File: config.mk
export PLATFORM = sky130hd
export DESIGN_NAME = sha3_pad_stream
export DESIGN_NICKNAME = d
export VERILOG_FILES = /design/src/rtl/sha3_pkg.sv /design/src/rtl/sha3_pad_stream.sv
export SDC_FILE = /design/constraint.sdc
export NUM_CORES = 1
export LEC_CHECK = 0
export CAP_MARGIN = 10
export CORE_MARGIN = 8
export CORE_UTILIZATION = 50
export CTS_BUF_LIST = sky130_fd_sc_hd__clkbuf_2
export DETAILED_ROUTE_END_ITERATION = 8
export PLACE_DENSITY = 0.89
export SYNTH_ARGS = -nofsm -noshare
export SYNTH_HDL_FRONTEND = slang
export SYNTH_SLANG_ARGS = --single-unit
File: constraint.sdc
create_clock -name ACLK -period 2.8 [get_ports ACLK]
set_input_delay 0.28 -clock ACLK [delete_from_list [all_inputs] [get_ports ACLK]]
set_output_delay 0.28 -clock ACLK [all_outputs]
set_load 0.02 [all_outputs]
File: src/rtl/sha3_pkg.sv
// Shared SHA-3 definitions: mode encoding, rate table and pad constants.
package sha3_pkg;

  localparam int unsigned DATA_W = 16;
  localparam int unsigned CNT_W  = 7;

  localparam logic [7:0] DOMAIN_BYTE = 8'h06;
  localparam logic [7:0] FINAL_BIT   = 8'h80;

  typedef enum logic [1:0] {
    SHA3_224 = 2'd0,
    SHA3_256 = 2'd1,
    SHA3_384 = 2'd2,
    SHA3_512 = 2'd3
  } sha3_mode_e;

  typedef enum logic {
    ST_PASS = 1'b0,
    ST_PAD  = 1'b1
  } pad_state_e;

  // Rate of each variant in 16-bit words (rate bits / 16).
  function automatic logic [CNT_W-1:0] rate_words(input sha3_mode_e mode);
    logic [CNT_W-1:0] words;
    case (mode)
      SHA3_224: words = CNT_W'(72);
      SHA3_256: words = CNT_W'(68);
      SHA3_384: words = CNT_W'(52);
      default:  words = CNT_W'(36);
    endcase
    return words;
  endfunction

  // Index of the last word in a rate block.
  function automatic logic [CNT_W-1:0] last_word_idx(input sha3_mode_e mode);
    return rate_words(mode) - CNT_W'(1);
  endfunction

endpackage

File: src/rtl/sha3_pad_stream.sv
// SHA-3 input stage: applies FIPS 202 padding to a byte-granular 16-bit
// stream and emits words cut into rate-sized blocks.
module sha3_pad_stream
  import sha3_pkg::*;
#(
  parameter int unsigned WIDTH = DATA_W
) (
  input  logic             ACLK,
  input  logic             ARESET,
  input  logic [WIDTH-1:0] s_tdata,
  input  logic [1:0]       s_tkeep,
  input  logic             s_tlast,
  input  logic [1:0]       s_tuser,
  input  logic             s_tvalid,
  output logic             s_tready,
  output logic [WIDTH-1:0] m_tdata,
  output logic             m_tvalid,
  input  logic             m_tready,
  output logic             m_tblock_end,
  output logic             m_tlast,
  output logic [1:0]       m_tuser
);

  pad_state_e       r_state;
  pad_state_e       w_state_nxt;
  logic [CNT_W-1:0] r_cnt;
  logic [CNT_W-1:0] w_cnt_nxt;
  logic             r_pend06;
  logic             w_pend06_nxt;
  logic             r_in_msg;
  logic             w_in_msg_nxt;
  sha3_mode_e       r_mode;
  sha3_mode_e       w_mode_nxt;

  sha3_mode_e       w_mode;
  logic             w_at_end;
  logic [7:0]       w_fin;
  logic             w_load_ok;
  logic             w_accept;
  logic             w_load;
  logic [WIDTH-1:0] w_word;
  logic             w_word_last;

  // Mode in effect: live s_tuser on the first beat, latched value afterwards.
  assign w_mode    = (r_state == ST_PASS && !r_in_msg) ? sha3_mode_e'(s_tuser) : r_mode;
  assign w_at_end  = (r_cnt == last_word_idx(w_mode));
  assign w_fin     = w_at_end ? FINAL_BIT : 8'h00;
  assign w_load_ok = !m_tvalid || m_tready;
  assign s_tready  = (r_state == ST_PASS) && w_load_ok;
  assign w_accept  = s_tvalid && s_tready;

  // State register and per-message bookkeeping.
  always_ff @(posedge ACLK) begin
    if (ARESET) begin
      r_state  <= ST_PASS;
      r_cnt    <= '0;
      r_pend06 <= 1'b0;
      r_in_msg <= 1'b0;
      r_mode   <= SHA3_224;
    end else begin
      r_state  <= w_state_nxt;
      r_cnt    <= w_cnt_nxt;
      r_pend06 <= w_pend06_nxt;
      r_in_msg <= w_in_msg_nxt;
      r_mode   <= w_mode_nxt;
    end
  end

  // Next state and the word to load into the output register.
  always_comb begin
    w_state_nxt  = r_state;
    w_cnt_nxt    = r_cnt;
    w_pend06_nxt = r_pend06;
    w_in_msg_nxt = r_in_msg;
    w_mode_nxt   = r_mode;
    w_load       = 1'b0;
    w_word       = '0;
    w_word_last  = 1'b0;

    unique case (r_state)
      ST_PASS: begin
        if (w_accept) begin
          w_load       = 1'b1;
          w_in_msg_nxt = !s_tlast;
          if (!r_in_msg) begin
            w_mode_nxt = sha3_mode_e'(s_tuser);
          end
          if (!s_tlast) begin
            // Partial keep on a non-last beat is taken as a full beat.
            w_word = s_tdata;
          end else begin
            case (s_tkeep)
              2'b01: begin
                w_word = {DOMAIN_BYTE | w_fin, s_tdata[7:0]};
                if (w_at_end) begin
                  w_word_last = 1'b1;
                end else begin
                  w_state_nxt  = ST_PAD;
                  w_pend06_nxt = 1'b0;
                end
              end
              2'b00: begin
                w_word = {w_fin, DOMAIN_BYTE};
                if (w_at_end) begin
                  w_word_last = 1'b1;
                end else begin
                  w_state_nxt  = ST_PAD;
                  w_pend06_nxt = 1'b0;
                end
              end
              default: begin
                // Full final word: domain byte goes into the next pad word.
                w_word       = s_tdata;
                w_state_nxt  = ST_PAD;
                w_pend06_nxt = 1'b1;
              end
            endcase
          end
        end
      end
      ST_PAD: begin
        if (w_load_ok) begin
          w_load       = 1'b1;
          w_word       = {w_fin, r_pend06 ? DOMAIN_BYTE : 8'h00};
          w_pend06_nxt = 1'b0;
          if (w_at_end) begin
            w_word_last = 1'b1;
            w_state_nxt = ST_PASS;
          end
        end
      end
      default: begin
        w_state_nxt = ST_PASS;
      end
    endcase

    // Word index advances with every loaded word and wraps at block end.
    if (w_load) begin
      w_cnt_nxt = w_at_end ? '0 : r_cnt + CNT_W'(1);
    end
  end

  // Output register: loads a new word or holds it while stalled.
  always_ff @(posedge ACLK) begin
    if (ARESET) begin
      m_tvalid     <= 1'b0;
      m_tdata      <= '0;
      m_tlast      <= 1'b0;
      m_tblock_end <= 1'b0;
      m_tuser      <= 2'd0;
    end else if (w_load) begin
      m_tvalid     <= 1'b1;
      m_tdata      <= w_word;
      m_tlast      <= w_word_last;
      m_tblock_end <= w_at_end;
      m_tuser      <= w_mode;
    end else if (m_tready) begin
      m_tvalid     <= 1'b0;
    end
  end

endmodule

==> results_tabular.tex, run 1 <==
\begin{tabular}{lr}
\hline
Metric & Value \\
\hline
\multicolumn{2}{l}{\textbf{Floorplanning}} \\
Die width & 69.7 um \\
Top Ports & 47 \\
Area inside the core boundary & 0.00276 sq mm \\
Count of standard-cell rows & 19 \\
Initial standard-cell utilization of the core & 52.4\% \\
DIE AREA & 0.00486 sq mm \\
Height of the chip & 69.7 um \\
\multicolumn{2}{l}{\textbf{Setup path}} \\
CP Launch Type & flip-flop \\
Count of cells along the worst register-to-register path & 5 \\
Data required time of the critical path & 2520 ps \\
Startpoint of the worst-slack reg-to-reg timing path & r\_state \\
Kind of capture point of the worst setup path & output port \\
WS Path Type & reg -> out \\
Capture instance of the worst register-to-register path & r\_pend06 \\
Register-to-register path setup slack & 920 ps \\
Largest fanout on the critical path & 6 \\
Worst setup path startpoint & m\_tvalid \\
Worst EP arrival & 1810 ps \\
\multicolumn{2}{l}{\textbf{Clocking}} \\
Number of buffers added by the clock tree synthesis step & 5 \\
Count of clock tree sinks & 33 \\
Clock tree root driver cell & sky130\_fd\_sc\_hd\_\_clkbuf\_2 \\
Clock Pin Slew Worst Setup and Hold Paths & 180 ps \\
Buffers inserted by post-CTS timing repair & 0 \\
Worst skew pair latency & 390 ps \\
Post-CTS resize count & 0 \\
Max Buffers Root-to-Sink & 2 \\
Maximum level of the CTS H-tree & 2 \\
Post-cts hold buffer count & 0 \\
CTS tree & yes \\
\multicolumn{2}{l}{\textbf{STA}} \\
Clock period minus worst slack & 2090 ps \\
Transition at the pin with the smallest max-transition slack & 788 ps \\
Setup TNS & 0 ps \\
Max-Slew Margin vs Limit & 47.1\% \\
Number of setup violations in the final report & 0 \\
Max Fclk & 0.479 GHz \\
Setup repair after global routing missed its margin & no \\
Final worst path period share & 74.5\% \\
Final worst clock skew & 16.2 ps \\
Count of final hold-check violations & 0 \\
Final max-slew violation count & 0 \\
\multicolumn{2}{l}{\textbf{Placement}} \\
DP HPWL & 3.06 mm \\
Count of input and output buffers & 46 \\
Weighted congestion at the end of routability-driven global placement & 0.821 \\
\multicolumn{2}{l}{\textbf{Global route}} \\
Met3 track utilization from global routing & 8.87\% \\
Vias in the first global route & 1498 \\
Remaining Overflow, GRT & 0 \\
Global routing met1 resource utilization & 18.3\% \\
Met2 Track Usage GR & 26.8\% \\
GRT Resource Usage Total & 16.8\% \\
First-pass GRT wire length & 6.83 mm \\
Number of antenna violations at the first check in global routing & 0 \\
Largest net degree at the start of global routing & 15 \\
Layer with the highest usage after global routing & met2 \\
\multicolumn{2}{l}{\textbf{Hold path}} \\
HP Start & m\_tdata[9] \\
Worst min-delay path category & reg -> reg \\
Capture endpoint of the worst hold path & m\_tdata[9] \\
Hold path depth & 2 \\
\multicolumn{2}{l}{\textbf{Outcome}} \\
Result of the run & finished clean \\
\multicolumn{2}{l}{\textbf{Logic synthesis}} \\
Post-synthesis average cell area & 8.80 sq um \\
Yosys warning total & 0 \\
Synthesis-stage register bit count & 33 \\
Synth Net Count & 190 \\
Gate count of the mapped netlist & 164 \\
Number of distinct library cell variants in the gate-level netlist after synthesis & 40 \\
Synth Cell Area & 0.00144 sq mm \\
Sequential fraction of the synthesis area & 45.8\% \\
\multicolumn{2}{l}{\textbf{Cells and area}} \\
Net count reported at finish & 239 \\
Most used cells in the layout excluding fill and tap cells & 46 x sky130\_fd\_sc\_hd\_\_clkdlybuf4s50\_1, 33 x sky130\_fd\_sc\_hd\_\_dfxtp\_1, 23 x sky130\_fd\_sc\_hd\_\_nor2\_1 \\
N\_diodes & 0 \\
Synth-to-Final Area Change & 36.8\% \\
Fraction of layout cells with a size suffix above 1 & 7.48\% \\
Final core occ & 71.6\% \\
Most common library cell in the layout ignoring fill and taps & sky130\_fd\_sc\_hd\_\_clkdlybuf4s50\_1 \\
\multicolumn{2}{l}{\textbf{Routing}} \\
Router iterations before antenna repair & 4 \\
Post-detailed-route count of antenna-violating nets & 0 \\
Total wire length & 4.00 mm \\
Number of vias after detailed routing & 1430 \\
Violation count after the first detailed-routing iteration & 96 \\
Drt wl/cell & 16.3 um \\
Total DRC errors in the routed layout & 0 \\
Vias per Instance & 5.84 \\
\multicolumn{2}{l}{\textbf{Job}} \\
\# Max-Cap Violations & 0 \\
\multicolumn{2}{l}{\textbf{Power and ir drop}} \\
Leakage power total & 0.729 nW \\
Worst VDD drop & 0.000407 V \\
Pwr/cell area & 484 mW/mm\^{}2 \\
\hline
\end{tabular}
state kept, by name (all words and copies together) (netlist names):
name          count
m_tdata          16
r_cnt             7
m_tuser           2
r_mode            2
m_tblock_end      1
m_tlast           1
m_tvalid          1
r_in_msg          1
r_pend06          1
r_state           1
cells in the mapped netlist:
library cell	instances	area, sq um
sky130_fd_sc_hd__and4_1	1	8.76
sky130_fd_sc_hd__o2bb2ai_1	1	8.76
sky130_fd_sc_hd__a211oi_2	1	12.5
sky130_fd_sc_hd__nor2_1	23	86.3
sky130_fd_sc_hd__a21oi_1	9	45.0
sky130_fd_sc_hd__nor4_4	1	21.3
sky130_fd_sc_hd__xnor2_1	1	8.76
sky130_fd_sc_hd__clkbuf_1	6	22.5
sky130_fd_sc_hd__nand3_1	7	35.0
sky130_fd_sc_hd__or4_1	1	7.51
sky130_fd_sc_hd__o31a_1	1	8.76
sky130_fd_sc_hd__and3_1	4	25.0
sky130_fd_sc_hd__nand4_1	3	18.8
sky130_fd_sc_hd__nor3_1	6	30.0
sky130_fd_sc_hd__nor3b_1	1	7.51
sky130_fd_sc_hd__o21a_1	2	15.0
sky130_fd_sc_hd__nor2b_1	6	37.5
sky130_fd_sc_hd__a31oi_1	2	12.5
sky130_fd_sc_hd__o21a_4	1	15.0
sky130_fd_sc_hd__dfxtp_1	33	661
sky130_fd_sc_hd__a32o_1	1	10.0
sky130_fd_sc_hd__nand2b_1	1	6.26
sky130_fd_sc_hd__xor2_1	2	17.5
sky130_fd_sc_hd__nand3b_1	1	7.51
sky130_fd_sc_hd__o21ai_1	1	5.00
sky130_fd_sc_hd__or3_1	2	12.5
sky130_fd_sc_hd__inv_1	2	7.51
sky130_fd_sc_hd__o211ai_1	1	7.51
sky130_fd_sc_hd__a22oi_1	12	90.1
sky130_fd_sc_hd__a211oi_1	1	7.51
sky130_fd_sc_hd__buf_4	1	7.51
sky130_fd_sc_hd__mux2i_1	3	30.0
sky130_fd_sc_hd__ha_1	1	12.5
sky130_fd_sc_hd__a311oi_2	1	15.0
sky130_fd_sc_hd__nand2_1	9	33.8
sky130_fd_sc_hd__nor2_2	1	6.26
sky130_fd_sc_hd__nor4_1	1	6.26
sky130_fd_sc_hd__a22o_1	1	8.76
sky130_fd_sc_hd__o21ai_0	11	55.1
sky130_fd_sc_hd__a41o_1	1	10.0
kinds of logic after synthesis:
| group | Yosys count | share of synthesized area, % |
|---|---|---|
| AND/OR/NAND/NOR | 68 | 24.3 |
| AO/OA/AOI/OAI | 47 | 22.6 |
| flip-flops | 33 | 45.8 |
| buffers and inverters | 9 | 2.60 |
| XOR/XNOR | 3 | 1.82 |
| multiplexers | 3 | 2.08 |
| adder cells (fa/ha/maj) | 1 | 0.866 |
where the power goes:
part           leakage (nW)  switching [mW]  internal (mW)
clock                0.0327           0.165         0.0626
combinational         0.427           0.110          0.100
sequential            0.270          0.0210          0.497
worst max-delay path, stage by stage (launching register included):
cell and delay [ps]:
sky130_fd_sc_hd__dfxtp_1 380, sky130_fd_sc_hd__nor2b_1 380, sky130_fd_sc_hd__nor2_1 110, sky130_fd_sc_hd__clkdlybuf4s50_1 560
per-layer routing:
| layer | routed length, um | vias to the layer above |
|---|---|---|
| li1 | - | 702 |
| met1 | 1700 | 668 |
| met2 | 1870 | 51 |
| met3 | 366 | 9 |
| met4 | 61 | 0 |
| met5 | 0 | - |
how the worst max path moves through the flow:
stage,endpoint,cells past startpoint
floorplan,r_pend06,5
global placement,r_cnt[6],6
detailed placement,r_cnt[6],6
CTS,s_tready,3
global route,s_tready,3
finish,s_tready,3
cell type report:
class,count,area [sq um]
clock buffers,6,30.0
clock inverters,2,10.0
fillers,221,782
inverters,2,7.51
multi-input cells,122,746
flip-flops and latches,33,661
well taps,31,38.8
repair buffers,49,483
stage by stage:
| stage | std cells | total power [mW] | hold slack, ps | setup WS, ps | instance area, sq um |
|---|---|---|---|---|---|
| after CTS | 245 | 0.963 | 474 | 709 | 1980 |
| after floorplan | 164 | 0.636 | 370 | 1210 | 1440 |
| after global placement | 237 | 0.728 | 453 | 708 | 1940 |
| after global routing | 245 | 1.01 | 489 | 587 | 1980 |
| after detailed placement | 237 | 0.737 | 450 | 668 | 1940 |
| final | 245 | 0.955 | 481 | 713 | 1980 |
(Power assumes the default switching activity.)
==> run 2: changes to the inputs <==
Settings changed: CORE_UTILIZATION 50 to 47, PLACE_DENSITY 0.89 to 0.84.
Clock period 2.8 ns to 1.93 ns, I/O delays scaled along.
==> results_tabular.tex, run 2 (synthesis results as in run 1) <==
\begin{tabular}{lr}
\hline
Metric & Value \\
\hline
\multicolumn{2}{l}{\textbf{STA}} \\
Final worst path period share & 88.8\% \\
Setup TNS & 0 ps (unchanged) \\
Final max-slew violation count & 0 (unchanged) \\
Count of final hold-check violations & 0 (unchanged) \\
Setup repair after global routing missed its margin & no (unchanged) \\
Clock period minus worst slack & 1710 ps \\
Max-Slew Margin vs Limit & 75.9\% (was 47.1\%) \\
Transition at the pin with the smallest max-transition slack & 352 ps (was 788 ps) \\
Number of setup violations in the final report & 0 (unchanged) \\
Final worst clock skew & 7.94 ps (was 16.2 ps) \\
Max Fclk & 0.583 GHz \\
\multicolumn{2}{l}{\textbf{Cells and area}} \\
Registers with the highest flip-flop counts & m\_tdata (16), r\_cnt (7) (unchanged) \\
Number of standard cells in the final layout excluding fillers & 255 (was 245) \\
Net count reported at finish & 248 (was 239) \\
Max FFs per register & 16 (unchanged) \\
Most common library cell in the layout ignoring fill and taps & sky130\_fd\_sc\_hd\_\_clkdlybuf4s50\_1 (unchanged) \\
Biggest register & m\_tdata (unchanged) \\
N\_diodes & 0 (unchanged) \\
Multi-input gate area in the final layout & 746 sq um (unchanged) \\
Synth-to-Final Area Change & 42.3\% (was 36.8\%) \\
Final design area excluding fillers & 0.00205 sq mm (was 0.00198 sq mm) \\
Register area & 661 sq um (unchanged) \\
Filler cell count & 233 (was 221) \\
Fraction of layout cells with a size suffix above 1 & 10.4\% (was 7.48\%) \\
Most used cells in the layout excluding fill and tap cells & 45 x sky130\_fd\_sc\_hd\_\_clkdlybuf4s50\_1, 33 x sky130\_fd\_sc\_hd\_\_dfxtp\_1, 23 x sky130\_fd\_sc\_hd\_\_nor2\_1 (was 46 x sky130\_fd\_sc\_hd\_\_clkdlybuf4s50\_1, 33 x sky130\_fd\_sc\_hd\_\_dfxtp\_1, 23 x sky130\_fd\_sc\_hd\_\_nor2\_1) \\
\multicolumn{2}{l}{\textbf{Clocking}} \\
Maximum level of the CTS H-tree & 2 (unchanged) \\
Clock tree root driver cell & sky130\_fd\_sc\_hd\_\_clkbuf\_2 (unchanged) \\
Count of clock tree sinks & 33 (unchanged) \\
Max Buffers Root-to-Sink & 2 (unchanged) \\
Number of buffers added by the clock tree synthesis step & 5 (unchanged) \\
Clock Pin Slew Worst Setup and Hold Paths & 160 ps (was 180 ps) \\
CTS tree & yes (unchanged) \\
Post-cts hold buffer count & 0 (unchanged) \\
Worst skew pair latency & 370 ps (was 390 ps) \\
\multicolumn{2}{l}{\textbf{Global route}} \\
First-pass GRT wire length & 6.93 mm (was 6.83 mm) \\
Vias in the first global route & 1579 (was 1498) \\
GRT Resource Usage Total & 16.6\% (was 16.8\%) \\
Largest net degree at the start of global routing & 34 (was 15) \\
Number of antenna violations at the first check in global routing & 0 (unchanged) \\
Remaining Overflow, GRT & 0 (unchanged) \\
\multicolumn{2}{l}{\textbf{Routing}} \\
Vias per Instance & 5.75 (was 5.84) \\
Drt wl/cell & 15.7 um (was 16.3 um) \\
Total DRC errors in the routed layout & 0 (unchanged) \\
Router iterations before antenna repair & 5 (was 4) \\
Violation count after the first detailed-routing iteration & 99 (was 96) \\
Post-detailed-route count of antenna-violating nets & 0 (unchanged) \\
Total wire length & 4.01 mm (was 4.00 mm) \\
Number of vias after detailed routing & 1465 (was 1430) \\
\multicolumn{2}{l}{\textbf{Power and ir drop}} \\
Leakage power total & 0.778 nW (was 0.729 nW) \\
Worst VDD drop & 0.000483 V (was 0.000407 V) \\
Total Power & 1.39 mW (was 955 uW) \\
Pwr/cell area & 678 mW/mm\^{}2 (was 484 mW/mm\^{}2) \\
\multicolumn{2}{l}{\textbf{Placement}} \\
Instance area after placement & 0.00202 sq mm (was 0.00194 sq mm) \\
Weighted congestion at the end of routability-driven global placement & 0.844 (was 0.821) \\
Count of input and output buffers & 46 (unchanged) \\
Count of placed standard cells including taps & 248 (was 237) \\
DP HPWL & 2.99 mm (was 3.06 mm) \\
\multicolumn{2}{l}{\textbf{Hold path}} \\
Hold path depth & 3 (was 2) \\
Worst min-delay path category & in -> reg (was reg -> reg) \\
\multicolumn{2}{l}{\textbf{Setup path}} \\
Count of cells along the worst register-to-register path & 5 (unchanged) \\
Largest fanout on the critical path & 6 (unchanged) \\
WS Path Type & reg -> reg (was reg -> out) \\
Data required time of the critical path & 2210 ps (was 2520 ps) \\
Kind of capture point of the worst setup path & flip-flop (was output port) \\
Worst EP arrival & 2000 ps (was 1810 ps) \\
CP Launch Type & flip-flop (unchanged) \\
\multicolumn{2}{l}{\textbf{Job}} \\
\# Max-Cap Violations & 0 (unchanged) \\
\multicolumn{2}{l}{\textbf{Outcome}} \\
Result of the run & finished clean (unchanged) \\
\multicolumn{2}{l}{\textbf{Floorplanning}} \\
Height of the chip & 71.4 um (was 69.7 um) \\
Initial standard-cell utilization of the core & 48.5\% (was 52.4\%) \\
Area inside the core boundary & 0.00298 sq mm (was 0.00276 sq mm) \\
Count of standard-cell rows & 20 (was 19) \\
DIE AREA & 0.00510 sq mm (was 0.00486 sq mm) \\
Die width & 71.4 um (was 69.7 um) \\
Top Ports & 47 (unchanged) \\
\hline
\end{tabular}
[run 2: changes by cell type in the layout (fill, tap and decap cells not counted)]
cell,delta
sky130_fd_sc_hd__clkinv_2,-2
sky130_fd_sc_hd__dlymetal6s2s_1,+1
sky130_fd_sc_hd__clkdlybuf4s50_1,-1
sky130_fd_sc_hd__buf_12,+1
sky130_fd_sc_hd__clkinv_1,+1
sky130_fd_sc_hd__buf_4,+8
[run 2: worst paths after layout]
| path | from | endpoint | slack (ps) |
|---|---|---|---|
| worst max-delay path | r_in_msg | r_cnt[2] | 220 |
| worst min-delay path | s_tdata[12] | m_tdata[12] | 430 |
| worst max register to register | r_in_msg | r_cnt[2] | 220 |
| worst min register to register | m_tdata[9] | m_tdata[9] | 470 |
[run 2: worst max-delay path, stage by stage, from the launching register on]
cell and delay [ps]:
sky130_fd_sc_hd__dfxtp_1 390, sky130_fd_sc_hd__nor3b_1 370, sky130_fd_sc_hd__nor3_1 150, sky130_fd_sc_hd__nor4_4 350, sky130_fd_sc_hd__o21ai_0 150, sky130_fd_sc_hd__a22o_1 230
[run 2: cell type report]
| class | count | share of cell area, % |
|---|---|---|
| clock buffers | 6 | 1.46 |
| clock inverters | 1 | 0.183 |
| inverters | 2 | 0.365 |
| multi-input cells | 122 | 36.3 |
| flip-flops and latches | 33 | 32.2 |
| well taps | 33 | 2.01 |
| repair buffers | 58 | 27.5 |
[run 2: repair_timing]
item,in CTS,in global routing
setup endpoints to repair,0,1
buffers inserted,0,0
gates resized for setup,0,1
[run 2: metal layers]
metal	routed length, um	global-route usage, %	vias to the layer above
met5	0	0	-
met4	64	6.70	0
met3	485	9.90	9
met2	1930	26.8	70
met1	1530	17.1	672
li1	-	-	714
[run 2: metrics by stage]
stage          hold WS, ps  utilization, %  setup WS (ps)
6_report               433            69.0            216
4_1_cts                422            68.9           10.7
3_5_place_dp           455            67.8          -42.6
3_3_place_gp           440            67.8          -1.57
2_1_floorplan          283               -            344
5_1_grt                421            69.0           58.9
[run 2: where the power goes]
part           total, mW  switching [mW]  internal [mW]
sequential         0.746          0.0258          0.720
clock              0.313           0.228         0.0845
combinational      0.333           0.168          0.165
